## config.mk

```make
export PLATFORM = sky130hd
export DESIGN_NAME = forward_ctrl_unit
export DESIGN_NICKNAME = d
export VERILOG_FILES = /design/src/rtl/fwd_pkg.sv /design/src/rtl/forward_src_mux.sv /design/src/rtl/forward_ctrl_unit.sv
export SDC_FILE = /design/constraint.sdc
export NUM_CORES = 1
export LEC_CHECK = 0
export ABC_AREA = 1
export CAP_MARGIN = 20
export CELL_PAD_IN_SITES_DETAIL_PLACEMENT = 1
export CELL_PAD_IN_SITES_GLOBAL_PLACEMENT = 1
export CORE_ASPECT_RATIO = 1.75
export CORE_MARGIN = 2
export CORE_UTILIZATION = 22
export DETAILED_ROUTE_END_ITERATION = 10
export GPL_ROUTABILITY_DRIVEN = 0
export GPL_TIMING_DRIVEN = 0
export PLACE_DENSITY = 0.73
export SLEW_MARGIN = 10
export SYNTH_ARGS = -nofsm -noshare
export SYNTH_HDL_FRONTEND = slang
export SYNTH_SLANG_ARGS = --single-unit
```

## constraint.sdc

```tcl
create_clock -name clk_i -period 2.1 [get_ports clk_i]
set_clock_uncertainty 0.05 [all_clocks]
set_input_delay 0.525 -clock clk_i [delete_from_list [all_inputs] [get_ports clk_i]]
set_output_delay 0.525 -clock clk_i [all_outputs]
set_load 0.02 [all_outputs]
```

## src/rtl/fwd_pkg.sv

```systemverilog
`default_nettype none
// ===========================================================================
// fwd_pkg : shared select/state encodings for the forwarding controller
// rev 1.0
// ===========================================================================
package fwd_pkg;

   localparam int FWD_SEL_W = 2;

   typedef enum logic [FWD_SEL_W-1:0] {
      NO_FWD   = 2'b00,
      FWD_MEM  = 2'b01,
      FWD_WB   = 2'b10,
      FWD_HOLD = 2'b11
   } fwd_sel_e;

   typedef enum logic [0:0] {
      IDLE  = 1'b0,
      STALL = 1'b1
   } hz_state_e;

endpackage : fwd_pkg
`default_nettype wire

```

## src/rtl/forward_src_mux.sv

```systemverilog
`default_nettype none
// ===========================================================================
// forward_src_mux : one EX source operand, priority select and 4:1 data mux
// rev 1.0
// ===========================================================================
module forward_src_mux
   import fwd_pkg::*;
#(
   parameter int XLEN = 32,
   parameter int RA_W = 5
) (
   input  logic [RA_W-1:0] rs_addr_i,
   input  logic [XLEN-1:0] rsdata_i,
   input  logic [RA_W-1:0] mem_rd_addr_i,
   input  logic            mem_regwen_i,
   input  logic [XLEN-1:0] mem_aludata_i,
   input  logic [RA_W-1:0] wb_rd_addr_i,
   input  logic            wb_regwen_i,
   input  logic [XLEN-1:0] wb_wbdata_i,
   input  logic            hold_vld_i,
   input  logic [RA_W-1:0] hold_addr_i,
   input  logic [XLEN-1:0] hold_data_i,
   output fwd_sel_e        sel_o,
   output logic [XLEN-1:0] data_o
);

   // Youngest producer first; x0 is never forwarded.
   always_comb begin
      sel_o = NO_FWD;
      if (rs_addr_i != '0) begin
         if (mem_regwen_i && (mem_rd_addr_i == rs_addr_i)) begin
            sel_o = FWD_MEM;
         end else if (wb_regwen_i && (wb_rd_addr_i == rs_addr_i)) begin
            sel_o = FWD_WB;
         end else if (hold_vld_i && (hold_addr_i == rs_addr_i)) begin
            sel_o = FWD_HOLD;
         end
      end
   end

   always_comb begin
      data_o = rsdata_i;
      case (sel_o)
         FWD_MEM:  data_o = mem_aludata_i;
         FWD_WB:   data_o = wb_wbdata_i;
         FWD_HOLD: data_o = hold_data_i;
         default:  data_o = rsdata_i;
      endcase
   end

endmodule : forward_src_mux
`default_nettype wire

```

## src/rtl/forward_ctrl_unit.sv

```systemverilog
`default_nettype none
// ===========================================================================
// forward_ctrl_unit : EX operand forwarding and load-use stall/bubble control
// rev 1.0
// ===========================================================================
module forward_ctrl_unit
   import fwd_pkg::*;
#(
   parameter int XLEN     = 32,
   parameter int NUM_SRC  = 2,
   parameter int RA_W     = 5,
   parameter int LOAD_LAT = 1
) (
   input  logic                             clk_i,
   input  logic                             rst_ni,
   input  logic                             id_valid_i,
   input  logic [NUM_SRC-1:0][RA_W-1:0]     id_rs_addr_i,
   input  logic                             ex_valid_i,
   input  logic [RA_W-1:0]                  ex_rd_addr_i,
   input  logic                             ex_regwen_i,
   input  logic                             ex_is_load_i,
   input  logic [NUM_SRC-1:0][RA_W-1:0]     ex_rs_addr_i,
   input  logic [NUM_SRC-1:0][XLEN-1:0]     ex_rsdata_i,
   input  logic [RA_W-1:0]                  mem_rd_addr_i,
   input  logic                             mem_regwen_i,
   input  logic [XLEN-1:0]                  mem_aludata_i,
   input  logic [RA_W-1:0]                  wb_rd_addr_i,
   input  logic                             wb_regwen_i,
   input  logic [XLEN-1:0]                  wb_wbdata_i,
   output logic [NUM_SRC-1:0][XLEN-1:0]     rs_data_o,
   output logic [NUM_SRC-1:0][FWD_SEL_W-1:0] fwd_sel_o,
   output logic                             stall_o,
   output logic                             flush_ex_o
);

   localparam int CNT_W = $clog2(LOAD_LAT + 1);

   if (LOAD_LAT < 1 || LOAD_LAT > 2) begin : g_bad_load_lat
      $error("forward_ctrl_unit: LOAD_LAT must be 1 or 2");
   end
   if (NUM_SRC < 1 || NUM_SRC > 3) begin : g_bad_num_src
      $error("forward_ctrl_unit: NUM_SRC must be 1..3");
   end

   logic            hold_vld_q;
   logic [RA_W-1:0] hold_addr_q;
   logic [XLEN-1:0] hold_data_q;

   // Keeps last cycle's WB result for a consumer that reaches EX one cycle late.
   always_ff @(posedge clk_i or negedge rst_ni) begin
      if (!rst_ni) begin
         hold_vld_q  <= 1'b0;
         hold_addr_q <= '0;
         hold_data_q <= '0;
      end else begin
         hold_vld_q  <= wb_regwen_i && (wb_rd_addr_i != '0);
         hold_addr_q <= wb_rd_addr_i;
         hold_data_q <= wb_wbdata_i;
      end
   end

   for (genvar g = 0; g < NUM_SRC; g++) begin : g_src
      fwd_sel_e sel;

      forward_src_mux #(
         .XLEN (XLEN),
         .RA_W (RA_W)
      ) u_mux (
         .rs_addr_i     (ex_rs_addr_i[g]),
         .rsdata_i      (ex_rsdata_i[g]),
         .mem_rd_addr_i (mem_rd_addr_i),
         .mem_regwen_i  (mem_regwen_i),
         .mem_aludata_i (mem_aludata_i),
         .wb_rd_addr_i  (wb_rd_addr_i),
         .wb_regwen_i   (wb_regwen_i),
         .wb_wbdata_i   (wb_wbdata_i),
         .hold_vld_i    (hold_vld_q),
         .hold_addr_i   (hold_addr_q),
         .hold_data_i   (hold_data_q),
         .sel_o         (sel),
         .data_o        (rs_data_o[g])
      );

      assign fwd_sel_o[g] = sel;
   end

   logic src_match;
   logic hazard;

   always_comb begin
      src_match = 1'b0;
      for (int i = 0; i < NUM_SRC; i++) begin
         if (id_rs_addr_i[i] == ex_rd_addr_i) begin
            src_match = 1'b1;
         end
      end
   end

   assign hazard = id_valid_i && ex_valid_i && ex_is_load_i && ex_regwen_i &&
                   (ex_rd_addr_i != '0) && src_match;

   hz_state_e        state_q, state_d;
   logic [CNT_W-1:0] cnt_q, cnt_d;
   logic             stall;

   always_ff @(posedge clk_i or negedge rst_ni) begin
      if (!rst_ni) begin
         state_q <= IDLE;
         cnt_q   <= '0;
      end else begin
         state_q <= state_d;
         cnt_q   <= cnt_d;
      end
   end

   // The IDLE hazard cycle is the first stall cycle; STALL covers the rest.
   always_comb begin
      state_d = state_q;
      cnt_d   = cnt_q;
      case (state_q)
         IDLE: begin
            if (hazard && (LOAD_LAT > 1)) begin
               state_d = STALL;
               cnt_d   = CNT_W'(LOAD_LAT - 1);
            end
         end
         STALL: begin
            cnt_d = cnt_q - CNT_W'(1);
            if (cnt_q <= CNT_W'(1)) begin
               state_d = IDLE;
               cnt_d   = '0;
            end
         end
         default: begin
            state_d = IDLE;
            cnt_d   = '0;
         end
      endcase
   end

   always_comb begin
      stall = 1'b0;
      case (state_q)
         IDLE:    stall = hazard;
         STALL:   stall = 1'b1;
         default: stall = 1'b0;
      endcase
   end

   // Gated by reset so the Mealy path cannot assert while reset is held.
   assign stall_o    = rst_ni && stall;
   assign flush_ex_o = rst_ni && stall;

endmodule : forward_ctrl_unit
`default_nettype wire

```

==> PnR_summary.wiki <==
{| class="wikitable"
! Metric !! Value
|-
| Outcome || complete, but fails checks
|-
| Failing checks || setup timing
|-
| Global-route usage over all layers || 0.262
|-
| Area contributors post-synth || sky130_fd_sc_hd__dfrtp_1 (24%), sky130_fd_sc_hd__nand3_1 (21%), sky130_fd_sc_hd__nand4_1 (16%)
|-
| Storage cell area || 951 um^2
|-
| Number of global-route vias before repair || 6824
|-
| Most common library cells after synthesis || sky130_fd_sc_hd__nand3_1 (164), sky130_fd_sc_hd__nand2_1 (163), sky130_fd_sc_hd__nand4_1 (100), sky130_fd_sc_hd__inv_1 (51), sky130_fd_sc_hd__dfrtp_1 (38)
|-
| Netlist cell types || 25
|-
| Switch share || 0.341
|-
| Cell area after layout || 8740 um^2
|-
| Fraction of the yosys area taken by sequential cells || 0.238
|-
| Endpoint required time on the critical path || 1.52 ns
|-
| Synthesized netlist cell count || 643
|-
| Cell Int Power || 2.33 mW
|-
| Final cycle utilization of the critical path || 1.34
|-
| Combined area of the multi-input logic cells || 3300 um^2
|-
| Critical path endpoint category || output pin
|-
| Final slew viol count || 0
|-
| Sinks on the clock net || 38
|-
| Count of buffers inserted at the top-level ports || 240
|-
| Count of inserted antenna diode cells || 0
|-
| Peak per-stage delay on the critical path || 0.43 ns
|-
| Starting Density || 0.224
|-
| Combinational family with the most area after synthesis || simple AND/OR/NAND/NOR gates
|-
| Compound-Gate Fraction of Synth Area || 0.0216
|-
| Warnings, synthesis || 0
|-
| Layout cells sized above 1 || 0.422
|-
| Reported max-cap violation count || 0
|-
| Antenna violations before repair || 0
|-
| Xor and xnor fraction of the mapped netlist area || 0.0285
|-
| H-tree depth || 2
|-
| Boundary pin count || 241
|-
| Critical path startpoint category || flip-flop
|-
| Core Region || 17900 um^2
|-
| Synthesis-to-layout area growth || 118%
|-
| Total wirelength of the detailed-routed design || 26.3 mm
|-
| Net count of the mapped netlist || 814
|-
| Synth Area in Simple Gates || 0.573
|-
| CP dominant cell by count || sky130_fd_sc_hd__nand2_2
|-
| Fillers || 2128
|-
| Largest area contributor in the netlist || sky130_fd_sc_hd__dfrtp_1
|-
| Type of the most critical hold path || primary input to async pin
|-
| Crit path max fanout || 5
|-
| Multiplexer fraction of the synthesized cell area || 0
|-
| Standard cell area after detailed placement || 7110 um^2
|-
| Mean instance size in the synthesized netlist || 6.22 um^2
|-
| Share of async-settable or async-resettable flops after synthesis || 1.00
|-
| Share of total power in combinational logic || 0.478
|-
| Most common cell in the netlist || sky130_fd_sc_hd__nand3_1
|-
| Routed wirelength normalized by instance count || 22.3 um
|-
| Detailed placement HPWL || 18.9 mm
|-
| Primary flip-flop cell chosen by synthesis mapping || sky130_fd_sc_hd__dfrtp_1
|-
| Total CTS buffers || 5
|-
| Final hold violation count || 0
|-
| Clock transition at path regs || 0.06 ns
|-
| Top delay family on crit path || simple AND/OR/NAND/NOR gates
|-
| Worst path buffer plus inverter count || 4
|-
| 1st-pass router iterations || 4
|-
| Number of DRC violations after detailed-routing iteration 0 || 186
|-
| CP max-delay cell || sky130_fd_sc_hd__dfrtp_1
|-
| Chip Height || 182 um
|-
| Logic depth of the worst setup path including buffers || 14
|-
| CTS Root Buffer Type || sky130_fd_sc_hd__clkbuf_16
|-
| Total number of vias || 6146
|-
| Clock tree from TritonCTS || yes
|-
| Floorplan die area || 19300 um^2
|-
| Static leakage || 3.96 nW
|-
| First-pass GRT wire length || 38.6 mm
|-
| Final critical-path required period || 2.80 ns
|-
| Cell area after technology mapping || 4000 um^2
|-
| Pin count of the biggest net entering global routing || 22
|-
| Worst rel slew slack || 0.555
|-
| Number of synthesized flops with an enable pin || 0
|-
| Unrepaired setup endpoints after global routing || yes
|-
| Die width || 106 um
|-
| Overflow left after global routing || 0
|-
| Synthesized-area fraction occupied by adder cells || 0
|-
| # setup viols final || 69
|-
| Slew at the pin closest to its max-slew limit || 0.667 ns
|-
| Switching power || 1.21 mW
|-
| Relative contribution of sequential cells to total power || 0.225
|-
| Critical path type || flip-flop to output pin
|-
| Cell-by-cell trace of the critical path || nand2_1 > nand2_2 > nor2_4 > nand2_2 > nor2_4 > nand2_2 > nand2_8 > nor2_4 > buf_12 > buf_8 > buf_12 > nand2_2 > nand4_1 > buf_6
|-
| Area fraction of the dominant cell type after synthesis || 0.238
|-
| Max IR drop VDD || 269 uV
|-
| Remaining DRCs || 0
|-
| Worst endpoint data arrival time || 2.23 ns
|-
| TNS Setup || -41.87 ns
|-
| Routed vias/inst || 5.22
|-
| Largest buffer count on any clock path || 2
|-
| Pre-CTS setup slack || -1.78 ns
|-
| Post-layout nets || 1114
|-
| Post-synthesis register bit count || 38
|-
| Worst path setup slack after routing || -0.705 ns
|-
| Portion of total power attributed to the clock network || 0.298
|-
| Cell row count || 65
|-
| Power density relative to cell area || 405 nW/um^2
|-
| Top achievable clock speed || 357 MHz
|-
| Antenna-violating nets left || 0
|}
==> cells in the final DEF, fill, tap and decap left out, types with 7 or more instances in the layout <==
cell and count:
sky130_fd_sc_hd__clkdlybuf4s50_1 128, sky130_fd_sc_hd__nand2_1 114, sky130_fd_sc_hd__nand4_1 100, sky130_fd_sc_hd__buf_6 86, sky130_fd_sc_hd__nand3_1 81, sky130_fd_sc_hd__nand3_2 80, sky130_fd_sc_hd__buf_4 53, sky130_fd_sc_hd__nand2_2 39
sky130_fd_sc_hd__dfrtp_1 38, sky130_fd_sc_hd__inv_1 33, sky130_fd_sc_hd__buf_8 21, sky130_fd_sc_hd__inv_2 19, sky130_fd_sc_hd__buf_12 15, sky130_fd_sc_hd__nand2_4 11, sky130_fd_sc_hd__nor2_1 10, sky130_fd_sc_hd__nor2_2 9
sky130_fd_sc_hd__nor2_4 9, sky130_fd_sc_hd__clkbuf_16 8, sky130_fd_sc_hd__dlygate4sd2_1 8, sky130_fd_sc_hd__o21ai_1 7, sky130_fd_sc_hd__nand3_4 7, sky130_fd_sc_hd__buf_2 7
==> flip-flops by register name (all words and copies together) (netlist names) <==
name and flops:
hold_data_q 32, hold_addr_q 5, hold_vld_q 1
==> logic make-up after synthesis <==
kind of cell	after synthesis
AOI/OAI and AO/OA	15
xor gates and xnor gates	13
buffers and inverters	110
DFF	38
and+or+nand+nor	467
==> layer usage <==
layer,share of wire,global-route usage,wire length [um],vias to the layer above
met5,0,0,0,-
met2,0.57,0.524,14900,231
met4,0.044,0.108,1150,0
li1,-,-,-,2836
met1,0.35,0.261,9070,3012
met3,0.044,0.0404,1170,67
==> repair_timing <==
item / in CTS / in global routing
buffers inserted: 38 / 8
resized for setup: 671 / 136
pin swaps: 61 / 50
hold buffers: 0 / 0
cloned: 6 / 4
setup endpoints to repair: 70 / 70
==> per-stage QoR <==
step	instances	hold WS (ns)	power [mW]	util
final	1178	0.0289	3.54	0.489
after global routing	1178	0.0427	3.68	0.489
after CTS	1170	0.0855	3.45	0.458
after detailed placement	1118	0.504	2.22	0.397
after global placement	1117	0.984	2.20	0.396
after floorplan	643	0.179	1.38	-
==> area by class of cell <==
type                       instances  share of cell area
buffer                            48              0.0654
clock buffer                       6              0.0159
clock inverter                     2             0.00687
inverter                          60              0.0301
multi-input combinational        496               0.377
sequential                        38               0.109
tap                              234              0.0335
timing repair buffer             294               0.362
==> worst paths after layout <==
kind,from,endpoint,slack [ns]
max in group asynchronous,rst_ni,hold_data_q[10],1.58
setup / recovery,hold_addr_q[4],rs_data_o[29],-0.70
hold / removal,rst_ni,hold_addr_q[3],0.03
min in group clk_i,wb_rd_addr_i[3],hold_addr_q[3],0.32
==> power groups by stage <==
stage	sequential [mW]	combinational [mW]	clock, mW
global route	0.799	1.79	1.10
floorplan	0.801	0.584	0
finish	0.795	1.69	1.05
detailed placement	0.807	1.41	0
CTS	0.793	1.57	1.08
global placement	0.805	1.40	0
No activity file was read; power rests on OpenSTA's default activity.
